## config.mk

```make
export PLATFORM = sky130hd
export DESIGN_NAME = multicycle_control
export DESIGN_NICKNAME = d
export VERILOG_FILES = /design/src/rtl/riscv_ctrl_pkg.sv /design/src/rtl/alu_decoder.sv /design/src/rtl/multicycle_control.sv
export SDC_FILE = /design/constraint.sdc
export NUM_CORES = 1
export LEC_CHECK = 0
export CAP_MARGIN = 20
export CORE_UTILIZATION = 34
export DETAILED_ROUTE_END_ITERATION = 8
export GPL_TIMING_DRIVEN = 1
export PLACE_DENSITY = 0.77
export SLEW_MARGIN = 10
export SYNTH_ARGS = -nofsm -noshare
export SYNTH_HDL_FRONTEND = slang
export SYNTH_HIERARCHICAL = 1
export SYNTH_SLANG_ARGS = --single-unit
```

## constraint.sdc

```tcl
create_clock -name clk -period 1.9 [get_ports clk]
set_clock_uncertainty 0.15 [all_clocks]
set_input_delay 0.38 -clock clk [delete_from_list [all_inputs] [get_ports clk]]
set_output_delay 0.38 -clock clk [all_outputs]
set_load 0.05 [all_outputs]
```

## src/rtl/riscv_ctrl_pkg.sv

```systemverilog
// Shared types and encodings for the multicycle RISC-V controller.
// Holds the FSM state enum, opcodes, ALU codes and datapath mux selects.
package riscv_ctrl_pkg;

   typedef enum logic [3:0] {
      S_FETCH    = 4'd0,
      S_DECODE   = 4'd1,
      S_MEMADR   = 4'd2,
      S_MEMREAD  = 4'd3,
      S_MEMWB    = 4'd4,
      S_MEMWRITE = 4'd5,
      S_EXECUTER = 4'd6,
      S_EXECUTEI = 4'd7,
      S_ALUWB    = 4'd8,
      S_BEQ      = 4'd9
   } state_e;

   localparam logic [6:0] OP_LW  = 7'b0000011;
   localparam logic [6:0] OP_SW  = 7'b0100011;
   localparam logic [6:0] OP_R   = 7'b0110011;
   localparam logic [6:0] OP_I   = 7'b0010011;
   localparam logic [6:0] OP_BEQ = 7'b1100011;

   localparam logic [1:0] ALUOP_ADD   = 2'b00;
   localparam logic [1:0] ALUOP_SUB   = 2'b01;
   localparam logic [1:0] ALUOP_FUNCT = 2'b10;

   localparam logic [2:0] ALU_ADD = 3'b000;
   localparam logic [2:0] ALU_SUB = 3'b001;
   localparam logic [2:0] ALU_AND = 3'b010;
   localparam logic [2:0] ALU_OR  = 3'b011;
   localparam logic [2:0] ALU_SLT = 3'b101;

   localparam logic [1:0] IMM_I = 2'b00;
   localparam logic [1:0] IMM_S = 2'b01;
   localparam logic [1:0] IMM_B = 2'b10;

   localparam logic ADR_PC     = 1'b0;
   localparam logic ADR_ALUOUT = 1'b1;

   localparam logic [1:0] RES_ALUOUT    = 2'b00;
   localparam logic [1:0] RES_MEMDATA   = 2'b01;
   localparam logic [1:0] RES_ALURESULT = 2'b10;

   localparam logic [1:0] SRCA_PC    = 2'b00;
   localparam logic [1:0] SRCA_OLDPC = 2'b01;
   localparam logic [1:0] SRCA_RD1   = 2'b10;

   localparam logic [1:0] SRCB_RD2  = 2'b00;
   localparam logic [1:0] SRCB_IMM  = 2'b01;
   localparam logic [1:0] SRCB_FOUR = 2'b10;

endpackage

```

## src/rtl/alu_decoder.sv

```systemverilog
// Combinational ALU control decode from ALUOp and instruction fields.
// Ports: alu_op_i, funct3_i, funct7b5_i, op5_i in; alu_control_o out.
module alu_decoder
   import riscv_ctrl_pkg::*;
(
   input  logic [1:0] alu_op_i,
   input  logic [2:0] funct3_i,
   input  logic       funct7b5_i,
   input  logic       op5_i,
   output logic [2:0] alu_control_o
);

   logic [2:0] funct_ctrl;

   // op[5] separates R-type from I-type: addi never subtracts.
   always_comb begin
      funct_ctrl = ALU_ADD;
      unique case (1'b1)
         (funct3_i == 3'b000):
            funct_ctrl = (funct7b5_i & op5_i) ? ALU_SUB : ALU_ADD;
         (funct3_i == 3'b010): funct_ctrl = ALU_SLT;
         (funct3_i == 3'b110): funct_ctrl = ALU_OR;
         (funct3_i == 3'b111): funct_ctrl = ALU_AND;
         default:              funct_ctrl = ALU_ADD;
      endcase
   end

   always_comb begin
      alu_control_o = ALU_ADD;
      unique case (1'b1)
         (alu_op_i == ALUOP_SUB):   alu_control_o = ALU_SUB;
         (alu_op_i == ALUOP_FUNCT): alu_control_o = funct_ctrl;
         default:                   alu_control_o = ALU_ADD;
      endcase
   end

endmodule

```

## src/rtl/multicycle_control.sv

```systemverilog
// Moore FSM sequencing the multicycle RISC-V datapath (lw/sw/R/I/beq).
// Ports: op/funct fields, zero, mem_ready in; datapath controls, illegal, state out.
module multicycle_control
   import riscv_ctrl_pkg::*;
(
   input  logic       clk,
   input  logic       rst_n,
   input  logic [6:0] op,
   input  logic [2:0] funct3,
   input  logic       funct7b5,
   input  logic       zero,
   input  logic       mem_ready,
   output logic       PCWrite,
   output logic       AdrSrc,
   output logic       MemWrite,
   output logic       IRWrite,
   output logic [1:0] ResultSrc,
   output logic [1:0] ALUSrcA,
   output logic [1:0] ALUSrcB,
   output logic [2:0] ALUControl,
   output logic [1:0] ImmSrc,
   output logic       RegWrite,
   output logic       illegal,
   output logic [3:0] state
);

   state_e     state_q, state_d;
   logic [1:0] alu_op;
   logic       pcw, mw, irw, rw, ill;

   always_ff @(posedge clk or negedge rst_n) begin
      if (!rst_n) state_q <= S_FETCH;
      else        state_q <= state_d;
   end

   always_comb begin
      state_d   = state_q;
      alu_op    = ALUOP_ADD;
      pcw       = 1'b0;
      mw        = 1'b0;
      irw       = 1'b0;
      rw        = 1'b0;
      ill       = 1'b0;
      AdrSrc    = ADR_PC;
      ResultSrc = RES_ALUOUT;
      ALUSrcA   = SRCA_PC;
      ALUSrcB   = SRCB_RD2;
      ImmSrc    = IMM_I;
      unique case (state_q)
         S_FETCH: begin
            ALUSrcB   = SRCB_FOUR;
            ResultSrc = RES_ALURESULT;
            // Only Mealy path: commit PC+4 and IR when memory answers.
            irw = mem_ready;
            pcw = mem_ready;
            if (mem_ready) state_d = S_DECODE;
         end
         S_DECODE: begin
            ALUSrcA = SRCA_OLDPC;
            ALUSrcB = SRCB_IMM;
            ImmSrc  = (op == OP_BEQ) ? IMM_B : IMM_I;
            unique case (1'b1)
               (op == OP_LW), (op == OP_SW): state_d = S_MEMADR;
               (op == OP_R):   state_d = S_EXECUTER;
               (op == OP_I):   state_d = S_EXECUTEI;
               (op == OP_BEQ): state_d = S_BEQ;
               default: begin
                  ill     = 1'b1;
                  state_d = S_FETCH;
               end
            endcase
         end
         S_MEMADR: begin
            ALUSrcA = SRCA_RD1;
            ALUSrcB = SRCB_IMM;
            ImmSrc  = (op == OP_SW) ? IMM_S : IMM_I;
            state_d = (op == OP_LW) ? S_MEMREAD : S_MEMWRITE;
         end
         S_MEMREAD: begin
            AdrSrc = ADR_ALUOUT;
            if (mem_ready) state_d = S_MEMWB;
         end
         S_MEMWB: begin
            ResultSrc = RES_MEMDATA;
            rw        = 1'b1;
            state_d   = S_FETCH;
         end
         S_MEMWRITE: begin
            AdrSrc = ADR_ALUOUT;
            mw     = 1'b1;
            if (mem_ready) state_d = S_FETCH;
         end
         S_EXECUTER: begin
            ALUSrcA = SRCA_RD1;
            alu_op  = ALUOP_FUNCT;
            state_d = S_ALUWB;
         end
         S_EXECUTEI: begin
            ALUSrcA = SRCA_RD1;
            ALUSrcB = SRCB_IMM;
            alu_op  = ALUOP_FUNCT;
            state_d = S_ALUWB;
         end
         S_ALUWB: begin
            rw      = 1'b1;
            state_d = S_FETCH;
         end
         S_BEQ: begin
            ALUSrcA = SRCA_RD1;
            alu_op  = ALUOP_SUB;
            pcw     = zero;
            state_d = S_FETCH;
         end
         default: state_d = S_FETCH;
      endcase
   end

   // Enables are masked by reset so nothing commits while rst_n is low,
   // including a write strobe that was mid-flight.
   assign PCWrite  = pcw & rst_n;
   assign MemWrite = mw & rst_n;
   assign IRWrite  = irw & rst_n;
   assign RegWrite = rw & rst_n;
   assign illegal  = ill & rst_n;
   assign state    = state_q;

   alu_decoder u_alu_decoder (
      .alu_op_i      (alu_op),
      .funct3_i      (funct3),
      .funct7b5_i    (funct7b5),
      .op5_i         (op[5]),
      .alu_control_o (ALUControl)
   );

endmodule

```

==> flow_metrics.tcl, run 1 <==
set metrics [dict create \
    run_status "aborted with a tool error" \
    outcome.stop_stage "detailed placement" \
    flow.first_error "[ERROR DPL-0038] Utilization greater than 100%, impossible to legalize" \
    fp.dieH_um 41.7 \
    syn_area_per_cell_um2 6.88 \
    syn-instance-count 78 \
    synth-seq-cells 4 \
    start_util 0.388 \
    port_buffers 35 \
    synthDistinctLibCells 31 \
    netlist_area_um2 537 \
    io_pins 36 \
    finalWeightedCongestion 0.815 \
    synth-seq-area-share 0.186 \
    count_of_yosys_warnings_during_synthesis 6 \
    die-width_um 41.7 \
    std_cell_rows 13 \
    synth_nets 95 \
]
==> metrics by stage <==
stage	cell area (um^2)	hold WS, ns	TNS (ns)
3_3_place_gp	1410	0.530	-1.61
2_1_floorplan	748	-0.0656	-4.13
==> cells by family after synthesis <==
kind of cell             share of synthesized area
AND/OR/NAND/NOR                              0.450
AO/OA/AOI/OAI                                0.203
buffers and inverters                       0.0816
flip-flops                                   0.186
XOR/XNOR                                    0.0326
adder cells (fa/ha/maj)                     0.0466
==> synth_stat cells <==
master	count	share of area
sky130_fd_sc_hd__nor2_1	13	0.091
sky130_fd_sc_hd__inv_1	7	0.049
sky130_fd_sc_hd__a21oi_1	6	0.056
sky130_fd_sc_hd__nand2b_1	5	0.058
sky130_fd_sc_hd__dfrtp_1	4	0.19
sky130_fd_sc_hd__nand2_1	4	0.028
sky130_fd_sc_hd__nor4_1	4	0.047
sky130_fd_sc_hd__and3_1	3	0.035
sky130_fd_sc_hd__nor3_1	3	0.028
sky130_fd_sc_hd__o21ai_0	3	0.028
sky130_fd_sc_hd__and2_1	2	0.023
sky130_fd_sc_hd__buf_2	2	0.019
sky130_fd_sc_hd__clkbuf_1	2	0.014
sky130_fd_sc_hd__ha_1	2	0.047
sky130_fd_sc_hd__nor3b_1	2	0.028
sky130_fd_sc_hd__a2111oi_0	1	0.016
sky130_fd_sc_hd__a211o_1	1	0.016
sky130_fd_sc_hd__a211oi_1	1	0.014
sky130_fd_sc_hd__a221oi_2	1	0.028
sky130_fd_sc_hd__a22oi_1	1	0.014
sky130_fd_sc_hd__a31oi_1	1	0.012
sky130_fd_sc_hd__nand3b_1	1	0.014
sky130_fd_sc_hd__nand4bb_1	1	0.021
sky130_fd_sc_hd__nor2b_1	1	0.012
sky130_fd_sc_hd__nor4_2	1	0.023
sky130_fd_sc_hd__nor4b_1	1	0.016
sky130_fd_sc_hd__o32a_1	1	0.019
sky130_fd_sc_hd__or2_2	1	0.012
sky130_fd_sc_hd__or4_1	1	0.014
sky130_fd_sc_hd__xnor2_1	1	0.016
sky130_fd_sc_hd__xor2_1	1	0.016
==> run 2: changes to the inputs <==
- CORE_AREA: unset -> 2 2 63 65
- CORE_UTILIZATION: 34 -> unset
- DIE_AREA: unset -> 0 0 65 67
- PLACE_DENSITY: 0.77 -> unset
- PLACE_DENSITY_LB_ADDON: unset -> 0.15
==> flow_metrics.tcl, run 2 <==
set metrics [dict create \
    run_status "finished with violations" \
    failed_checks "negative setup slack" \
    pwr_density_cell_nw_per_um2 1190 \
    total_negative_setup_slack_ns -3.15 \
    design.die.area_um2 4360 \
    io_pins 36 \
    synth-seq-cells 4 \
    clock_tree_from_tritoncts "done" \
    route.detailed.drc 0 \
    finalWirelength_mm 2.85 \
    dpl-instance-area_um2 1480 \
    most_area_hungry_cell_type_in_the_yosys_netlist "sky130_fd_sc_hd__dfrtp_1" \
    p_seq_frac 0.057 \
    worstPathCellList "nand2b_4, nor2_4, inv_2, ha_4, nor4_4, buf_12" \
    power.total_mw 2.36 \
    power.switching_fraction 0.444 \
    yosysMostFrequentCell "sky130_fd_sc_hd__nor2_1" \
    syn_area_per_cell_um2 6.88 \
    finalWeightedCongestion 0.808 \
    place_hpwl_mm 1.84 \
    route.detailed.wl_per_inst_um 13.5 \
    route.vias.total 946 \
    port_buffers 35 \
    hold-worst-slack_ns 0.366 \
    finalNetCount 182 \
    start_util 0.149 \
    synth-seq-area-share 0.186 \
    max-vdd-ir-drop_v 0.000421 \
    comb_power_share 0.865 \
    cts_max_path_buffers 2 \
    rr_endpoint "state[2]$_DFFE_PN0P_" \
    drt_iter0_markers 28 \
    layout-area-overhead-vs-synth_pct 270 \
    timing.final.ws_setup_ns -0.341 \
    first_global_vias 921 \
    worst_path_cell_with_the_longest_stage_delay "sky130_fd_sc_hd__dfrtp_2" \
    layout_common_cells "33 x sky130_fd_sc_hd__buf_4, 23 x sky130_fd_sc_hd__buf_12, 12 x sky130_fd_sc_hd__buf_6" \
    grt_setup_unrepaired "true" \
    timing.final.crit_share 1.18 \
    max_cap_viol_count 0 \
    clock-sinks 4 \
    nature_of_the_critical_path_startpoint "register" \
    cts_htree_levels 1 \
    max_clk_rate_mhz 446 \
    postLayoutCellArea_um2 1990 \
    largest_register_ffs 4 \
    synth_async_sr_flop_share 1.00 \
    critical_path.endpoint_type "output pin" \
    overall_global_routing_resource_usage 0.127 \
    switching_power_mw 1.05 \
    clk_latency_ns 0.22 \
    die-width_um 65 \
    post-route-util 0.551 \
    pwr-share-clk 0.077 \
    post-route-min-period_ns 2.24 \
    syn-instance-count 78 \
    crit_type "register to output pin" \
    grt_first_pass_wirelength_mm 4.19 \
    post_synth_most_frequent_cells "13 x sky130_fd_sc_hd__nor2_1, 7 x sky130_fd_sc_hd__inv_1, 6 x sky130_fd_sc_hd__a21oi_1" \
    synthDistinctLibCells 31 \
    max-slew-margin-rel 0.756 \
    report.final.setup_viol 17 \
    post_drt_via_cell_ratio 4.48 \
    final-hold-violation-count 0 \
    drt-pass1-iter-count 4 \
    area_share_of_the_largest_cell_type_after_synthesis 0.186 \
    count_of_yosys_warnings_during_synthesis 6 \
    final_common_cell "sky130_fd_sc_hd__buf_4" \
    fp.dieH_um 67 \
    numCtsBuffers 3 \
    netlist_area_um2 537 \
    ctsRootBufferMaster "sky130_fd_sc_hd__clkbuf_8" \
    core_area_um2 3610 \
    synth_enable_flop_cells 0 \
    grt_max_degree 16 \
    timing_max_transition_violations_final 0 \
    std_cell_rows 22 \
    worstPathMaxFanout 3 \
    grt_remaining_overflow 0 \
    n_fill_cell 310 \
    synth_nets 95 \
    antenna_found_initial 0 \
    cp_data_arrival_time_ns 1.71 \
    setup.reg_to_reg.worst_slack_ns 0.02 \
    hold_class "input pin to async pin" \
    leakage_nw 0.805 \
    crit_path_max_incr_delay_ns 0.41 \
    top_area_cells_in_the_synthesized_netlist "sky130_fd_sc_hd__dfrtp_1 19%, sky130_fd_sc_hd__nor2_1 9.1%, sky130_fd_sc_hd__nand2b_1 5.8%" \
    worst_r2r_path_depth 7 \
    path_clk_slew_ns 0.03 \
    internal_power_mw 1.31 \
    critical_path_required_ns 1.37 \
    timing.rr.start "state[0]$_DFFE_PN0P_" \
    antenna_violating_nets_post_route 0 \
    layout-drive-gt1-share 0.748 \
    postSynth.topFlopCell "sky130_fd_sc_hd__dfrtp_1" \
    worst-slew-pin-transition_ns 0.364 \
    diodes 0 \
]
[run 2: worst max path at each step]
stage	slack (ns)	startpoint	cells after the start	end
floorplan	-0.61	state[3]$_DFFE_PN0P_	4	PCWrite
global placement	-0.37	op[2]	5	ImmSrc[0]
detailed placement	-0.40	op[2]	5	ImmSrc[0]
CTS	-0.35	state[2]$_DFFE_PN0P_	6	ALUControl[2]
global route	-0.40	state[3]$_DFFE_PN0P_	5	ALUControl[2]
finish	-0.34	state[2]$_DFFE_PN0P_	6	ALUControl[2]
[run 2: cell families (layout without fill, tap and decap cells)]
kind of cell,after synthesis,in the layout,synth area share
buf+inv,11,96,0.0816
xor+xnor,2,2,0.0326
simple gates,43,43,0.450
fa+ha+maj,2,2,0.0466
flops,4,4,0.186
compound gates,16,16,0.203
[run 2: repair_timing]
item,CTS,global route
endpoints found under the hold margin,0,0
hold buffers,0,0
pin swaps,20,16
endpoints found under the setup margin,17,18
buffers inserted,10,21
gates resized for setup,43,23
[run 2: power groups by stage]
stage | sequential [mW] | clock, mW | combinational (mW)
floorplan | 0.222 | 0 | 0.715
global placement | 0.125 | 0 | 1.50
detailed placement | 0.126 | 0 | 1.51
CTS | 0.134 | 0.184 | 1.69
global route | 0.138 | 0.200 | 2.12
finish | 0.135 | 0.182 | 2.04
[run 2: critical path: cells and delay by family (launching register included)]
kind | cells | cell delay [ns]
and+or+nand+nor | 3 | 0.61
DFF | 1 | 0.41
buffers and inverters | 2 | 0.24
adders and majority gates | 1 | 0.23
[run 2: through the flow]
step                setup WS, ns  std cells
global placement          -0.366        179
floorplan                 -0.607         78
finish                    -0.341        211
global route              -0.404        211
CTS                       -0.348        192
detailed placement        -0.395        179
[run 2: layer usage]
layer / up-vias / global-route usage / part of all wire
met2: 39 / 0.245 / 0.58
met4: 0 / 0.0479 / 0.0067
li1: 448 / - / -
met1: 455 / 0.139 / 0.37
met5: - / 0 / 0
met3: 4 / 0.0186 / 0.051
[run 2: cell type report]
type,instances,area [um^2],share of cell area
Clock buffer,3,41.3,0.0208
Inverter,7,33.8,0.0170
Sequential cell,4,105,0.0529
Tap cell,48,60.1,0.0302
Timing Repair Buffer,86,1040,0.524
Multi-Input combinational cell,63,706,0.355
No activity file was read; power rests on OpenSTA's default activity.
==> run 3: changes to the inputs <==
--- a/constraint.sdc
+++ b/constraint.sdc
@@ -3,3 +3,3 @@
 set_input_delay 0.38 -clock clk [delete_from_list [all_inputs] [get_ports clk]]
 set_output_delay 0.38 -clock clk [all_outputs]
-set_load 0.05 [all_outputs]
+set_load 0.1 [all_outputs]
==> flow_metrics.tcl, run 3 (same netlist as run 2, synthesis figures left out) <==
set metrics [dict create \
    total_area_of_multi_input_combinational_cells_um2 734 \
    route.detailed.drc 0 \
    crit_type "register to output pin" \
    dp_slack_ns -0.416 \
    timing.final.crit_share 1.23 \
    post_drt_via_cell_ratio 4.37 \
    layout-area-overhead-vs-synth_pct 288 \
    finalNetCount 183 \
    report.final.setup_viol 20 \
    finalWeightedCongestion 0.726 \
    cts_htree_levels 1 \
    numCtsBuffers 3 \
    antenna_violating_nets_post_route 0 \
    design.die.area_um2 4360 \
    route.vias.total 926 \
    critPathBufInv 4 \
    clock_tree_from_tritoncts "done" \
    worst-slew-pin-transition_ns 0.354 \
    critical_path_required_ns 1.37 \
    critical_path.endpoint_type "output pin" \
    finalWirelength_mm 2.83 \
    port_buffers 35 \
    cts-hold-fix-buffers 0 \
    crit_start "state[3]$_DFFE_PN0P_" \
    antenna_found_initial 0 \
    first_global_vias 947 \
    cts_max_path_buffers 2 \
    grt_setup_unrepaired "true" \
    timing.final.ws_setup_ns -0.431 \
    worst_path_cell_with_the_longest_stage_delay "sky130_fd_sc_hd__dfrtp_4" \
    clk_latency_ns 0.21 \
    layout_common_cells "31 x sky130_fd_sc_hd__buf_4, 25 x sky130_fd_sc_hd__buf_12, 13 x sky130_fd_sc_hd__buf_6" \
    die-width_um 65 \
    overall_global_routing_resource_usage 0.133 \
    worstPathMaxFanout 4 \
    cp_data_arrival_time_ns 1.80 \
    ctsRootBufferMaster "sky130_fd_sc_hd__clkbuf_8" \
    timing_max_transition_violations_final 0 \
    diodes 0 \
    post-route-min-period_ns 2.33 \
    place_hpwl_mm 1.95 \
    final_common_cell "sky130_fd_sc_hd__buf_4" \
    max_cap_viol_count 0 \
    worstPathCellList "nand2b_4, buf_4, buf_6, buf_8, a2111oi_4, buf_12" \
    path_clk_slew_ns 0.03 \
    final-hold-violation-count 0 \
    failed_checks "negative setup slack" \
    grt_remaining_overflow 0 \
    max_clk_rate_mhz 429 \
    post-route-util 0.578 \
    timing.rr.start "state[0]$_DFFE_PN0P_" \
    rr_endpoint "state[1]$_DFFE_PN0P_" \
    std_cell_rows 22 \
    layout-drive-gt1-share 0.780 \
    drt_iter0_markers 51 \
    grt_max_degree 16 \
    io_pins 36 \
    dpl-instance-area_um2 1510 \
    grt_first_pass_wirelength_mm 4.53 \
    run_status "finished with violations" \
    seqCellArea_um2 115 \
    n_fill_cell 294 \
    fp.dieH_um 67 \
    setup.reg_to_reg.worst_slack_ns -0.04 \
    worst_r2r_path_depth 5 \
    start_util 0.149 \
    leakage_nw 0.842 \
    drt-pass1-iter-count 4 \
    largest_register_ffs 4 \
    path_delay_family "buffers and inverters" \
    clock-sinks 4 \
    hold_class "input pin to async pin" \
    crit_path_max_incr_delay_ns 0.48 \
    route.detailed.wl_per_inst_um 13.3 \
    postLayoutCellArea_um2 2080 \
    max-slew-margin-rel 0.764 \
    core_area_um2 3610 \
    hold-worst-slack_ns 0.331 \
    nature_of_the_critical_path_startpoint "register" \
    max-vdd-ir-drop_v 0.000626 \
    pwr_density_cell_nw_per_um2 1340 \
]
-- run 3: changes by cell type in the layout (fill, tap and decap cells not counted), moves of 2 or more --
cell	previous run	this run
sky130_fd_sc_hd__clkdlybuf4s50_1	7	9
sky130_fd_sc_hd__dfrtp_2	4	0
sky130_fd_sc_hd__dlygate4sd2_1	5	2
sky130_fd_sc_hd__dfrtp_4	0	4
sky130_fd_sc_hd__buf_4	33	31
sky130_fd_sc_hd__buf_12	23	25
sky130_fd_sc_hd__dlymetal6s2s_1	1	3
sky130_fd_sc_hd__inv_1	4	2
sky130_fd_sc_hd__inv_4	0	2
-- run 3: per-stage QoR --
| step | setup TNS (ns) | std cells | total power [mW] |
|---|---|---|---|
| 6_report | -5.88 | 212 | 2.80 |
| 5_1_grt | -7.12 | 212 | 2.91 |
| 4_1_cts | -4.81 | 194 | 2.54 |
| 3_5_place_dp | -3.15 | 181 | 2.09 |
| 3_3_place_gp | -3.07 | 181 | 2.08 |
| 2_1_floorplan | -12.80 | 78 | 1.37 |
-- run 3: layout make-up --
cell class | instances | area share
clock buffer | 3 | 0.0198
inverter | 7 | 0.0150
multi-input combinational | 63 | 0.352
sequential | 4 | 0.0552
tap | 48 | 0.0288
timing repair buffer | 87 | 0.529
-- run 3: layer usage --
metal / GRT usage / wire [um] / part of all wire / vias up
met5: 0 / 0 / 0 / -
met4: 0.0399 / 19 / 0.0067 / 0
met3: 0.0422 / 160 / 0.057 / 2
met2: 0.250 / 1630 / 0.58 / 30
met1: 0.142 / 1020 / 0.36 / 444
li1: - / - / - / 450
-- run 3: worst max-delay path by stage --
stage | endpoint | cells past startpoint
after global placement | ImmSrc[0] | 5
final | RegWrite | 6
after global routing | RegWrite | 6
after floorplan | PCWrite | 4
after CTS | ALUControl[0] | 9
after detailed placement | ImmSrc[0] | 5
-- run 3: where the power goes --
| part | switching, mW | internal, mW |
|---|---|---|
| Clock | 0.0448 | 0.135 |
| Sequential | 0.0230 | 0.119 |
| Combinational | 1.38 | 1.10 |
| Total | 1.45 | 1.35 |
-- run 3: what timing repair did --
action,4_1_cts,5_1_grt
setup endpoints to repair,18,20
buffers inserted,10,19
gates cloned,1,0
resized for setup,48,28
pin swaps,20,15
==> run 4: changes to the inputs <==
- CORE_AREA: 2 2 63 65 -> 10 10 71 73
- DIE_AREA: 0 0 65 67 -> 0 0 81 83
==> flow_metrics.tcl, run 4 (same netlist as run 2, synthesis figures left out) <==
set metrics [dict create \
    run_status "finished with violations" \
    failed_checks "negative setup slack" \
    cts-hold-fix-buffers 0 \
    postLayoutCellArea_um2 1820 \
    max-slew-margin-rel 0.789 \
    worstPathMaxFanout 2 \
    finalNetCount 162 \
    final-hold-violation-count 0 \
    internal_power_mw 1.11 \
    antenna_violating_nets_post_route 0 \
    power.switching_fraction 0.553 \
    worst_r2r_path_depth 9 \
    timing.rr.start "state[1]$_DFFE_PN0P_" \
    cts_htree_levels 1 \
    cts_max_path_buffers 2 \
    route.vias.total 833 \
    grt_remaining_overflow 0 \
    dpl-instance-area_um2 1530 \
    clock_tree_from_tritoncts "done" \
    grt_first_pass_wirelength_mm 4.37 \
    p_seq_frac 0.056 \
    layout-area-overhead-vs-synth_pct 238 \
    max_clk_rate_mhz 427 \
    pwr-share-clk 0.072 \
    hold-worst-slack_ns 0.405 \
    switching_power_mw 1.37 \
    grt_max_degree 16 \
    route.detailed.drc 0 \
    worst_path_cell_with_the_longest_stage_delay "sky130_fd_sc_hd__dfrtp_4" \
    power.total_mw 2.49 \
    layout-drive-gt1-share 0.720 \
    drt_iter0_markers 40 \
    grt_setup_unrepaired "true" \
    nature_of_the_critical_path_startpoint "register" \
    path_clk_slew_ns 0.03 \
    hold_class "input pin to async pin" \
    ctsRootBufferMaster "sky130_fd_sc_hd__clkbuf_8" \
    layout_common_cells "22 x sky130_fd_sc_hd__buf_12, 20 x sky130_fd_sc_hd__buf_4, 9 x sky130_fd_sc_hd__buf_6" \
    drt-pass1-iter-count 4 \
    finalWeightedCongestion 0.869 \
    post_drt_via_cell_ratio 4.36 \
    critical_path.endpoint_type "output pin" \
    timing_max_transition_violations_final 0 \
    crit_path_max_incr_delay_ns 0.46 \
    place_hpwl_mm 2.11 \
    post-route-util 0.500 \
    io_pins 36 \
    worst-slew-pin-transition_ns 0.314 \
    setup.reg_to_reg.worst_slack_ns 0.07 \
    crit_type "register to output pin" \
    worstPathCellList "nand2b_4, nor2_4, inv_2, ha_4, nor4_4, buf_12" \
    fp.dieH_um 83 \
    rr_endpoint "state[2]$_DFFE_PN0P_" \
    finalWirelength_mm 2.66 \
    pwr_density_cell_nw_per_um2 1370 \
    core_area_um2 3630 \
    comb_power_share 0.872 \
    design.die.area_um2 6720 \
    clk_latency_ns 0.22 \
    first_global_vias 904 \
    port_buffers 35 \
    std_cell_rows 22 \
    overall_global_routing_resource_usage 0.0796 \
    critical_path_required_ns 1.37 \
    report.final.setup_viol 17 \
    timing.final.ws_setup_ns -0.441 \
    post-route-min-period_ns 2.34 \
    leakage_nw 0.723 \
    dp_slack_ns -0.392 \
    diodes 0 \
    n_fill_cell 333 \
    route.detailed.wl_per_inst_um 13.9 \
    clock-sinks 4 \
    start_util 0.148 \
    max_cap_viol_count 0 \
    final_common_cell "sky130_fd_sc_hd__buf_12" \
    cp_data_arrival_time_ns 1.81 \
    timing.final.crit_share 1.23 \
    max-vdd-ir-drop_v 0.000500 \
    numCtsBuffers 3 \
    antenna_found_initial 0 \
    largest_register_ffs 4 \
    die-width_um 81 \
]
-- run 4: timing repair --
| item | CTS | global route |
|---|---|---|
| pin swaps | 15 | 14 |
| resized for setup | 38 | 16 |
| setup buffers | 4 | 5 |
| setup endpoints to repair | 18 | 19 |
-- run 4: critical path: cells and delay by family, from the launching register on --
kind,cells,cell delay [ns]
AND/OR/NAND/NOR,3,0.60
adder cells (fa/ha/maj),1,0.26
buffers and inverters,2,0.28
flip-flops,1,0.46
-- run 4: worst max path at each step --
stage                               from       endpoint  slack, ns  cells after the start
finish              state[2]$_DFFE_PN0P_  ALUControl[2]      -0.44                      6
global route        state[2]$_DFFE_PN0P_  ALUControl[2]      -0.49                      6
CTS                 state[2]$_DFFE_PN0P_  ALUControl[0]      -0.43                      9
detailed placement                 op[2]      ImmSrc[1]      -0.39                      5
global placement    state[2]$_DFFE_PN0P_  ALUControl[2]      -0.40                      6
floorplan           state[3]$_DFFE_PN0P_        PCWrite      -1.42                      4
-- run 4: metal layers --
layer | wire [um] | GRT usage
met3 | 293 | 0.0377
met5 | 0 | 0
met1 | 965 | 0.0892
met4 | 33 | 0.0235
met2 | 1370 | 0.129
-- run 4: power groups by stage --
stage               Sequential [mW]  Clock, mW  Combinational [mW]
floorplan                     0.310          0                1.06
finish                        0.138      0.180                2.17
global route                  0.142      0.193                2.24
global placement              0.134          0                1.96
CTS                           0.139      0.184                2.09
detailed placement            0.136          0                1.96
-- run 4: area by class of cell --
class / instances / area [um^2] / share of cell area
timing repair buffer: 66 / 858 / 0.473
multi-input combinational: 63 / 709 / 0.391
sequential: 4 / 115 / 0.0634
tap: 48 / 60.1 / 0.0331
clock buffer: 3 / 41.3 / 0.0227
inverter: 7 / 31.3 / 0.0172
-- run 4: metrics by stage --
step | cells | TNS (ns)
global placement | 183 | -3.41
finish | 191 | -4.25
CTS | 188 | -4.56
global route | 191 | -5.08
floorplan | 78 | -12.80
detailed placement | 183 | -3.36
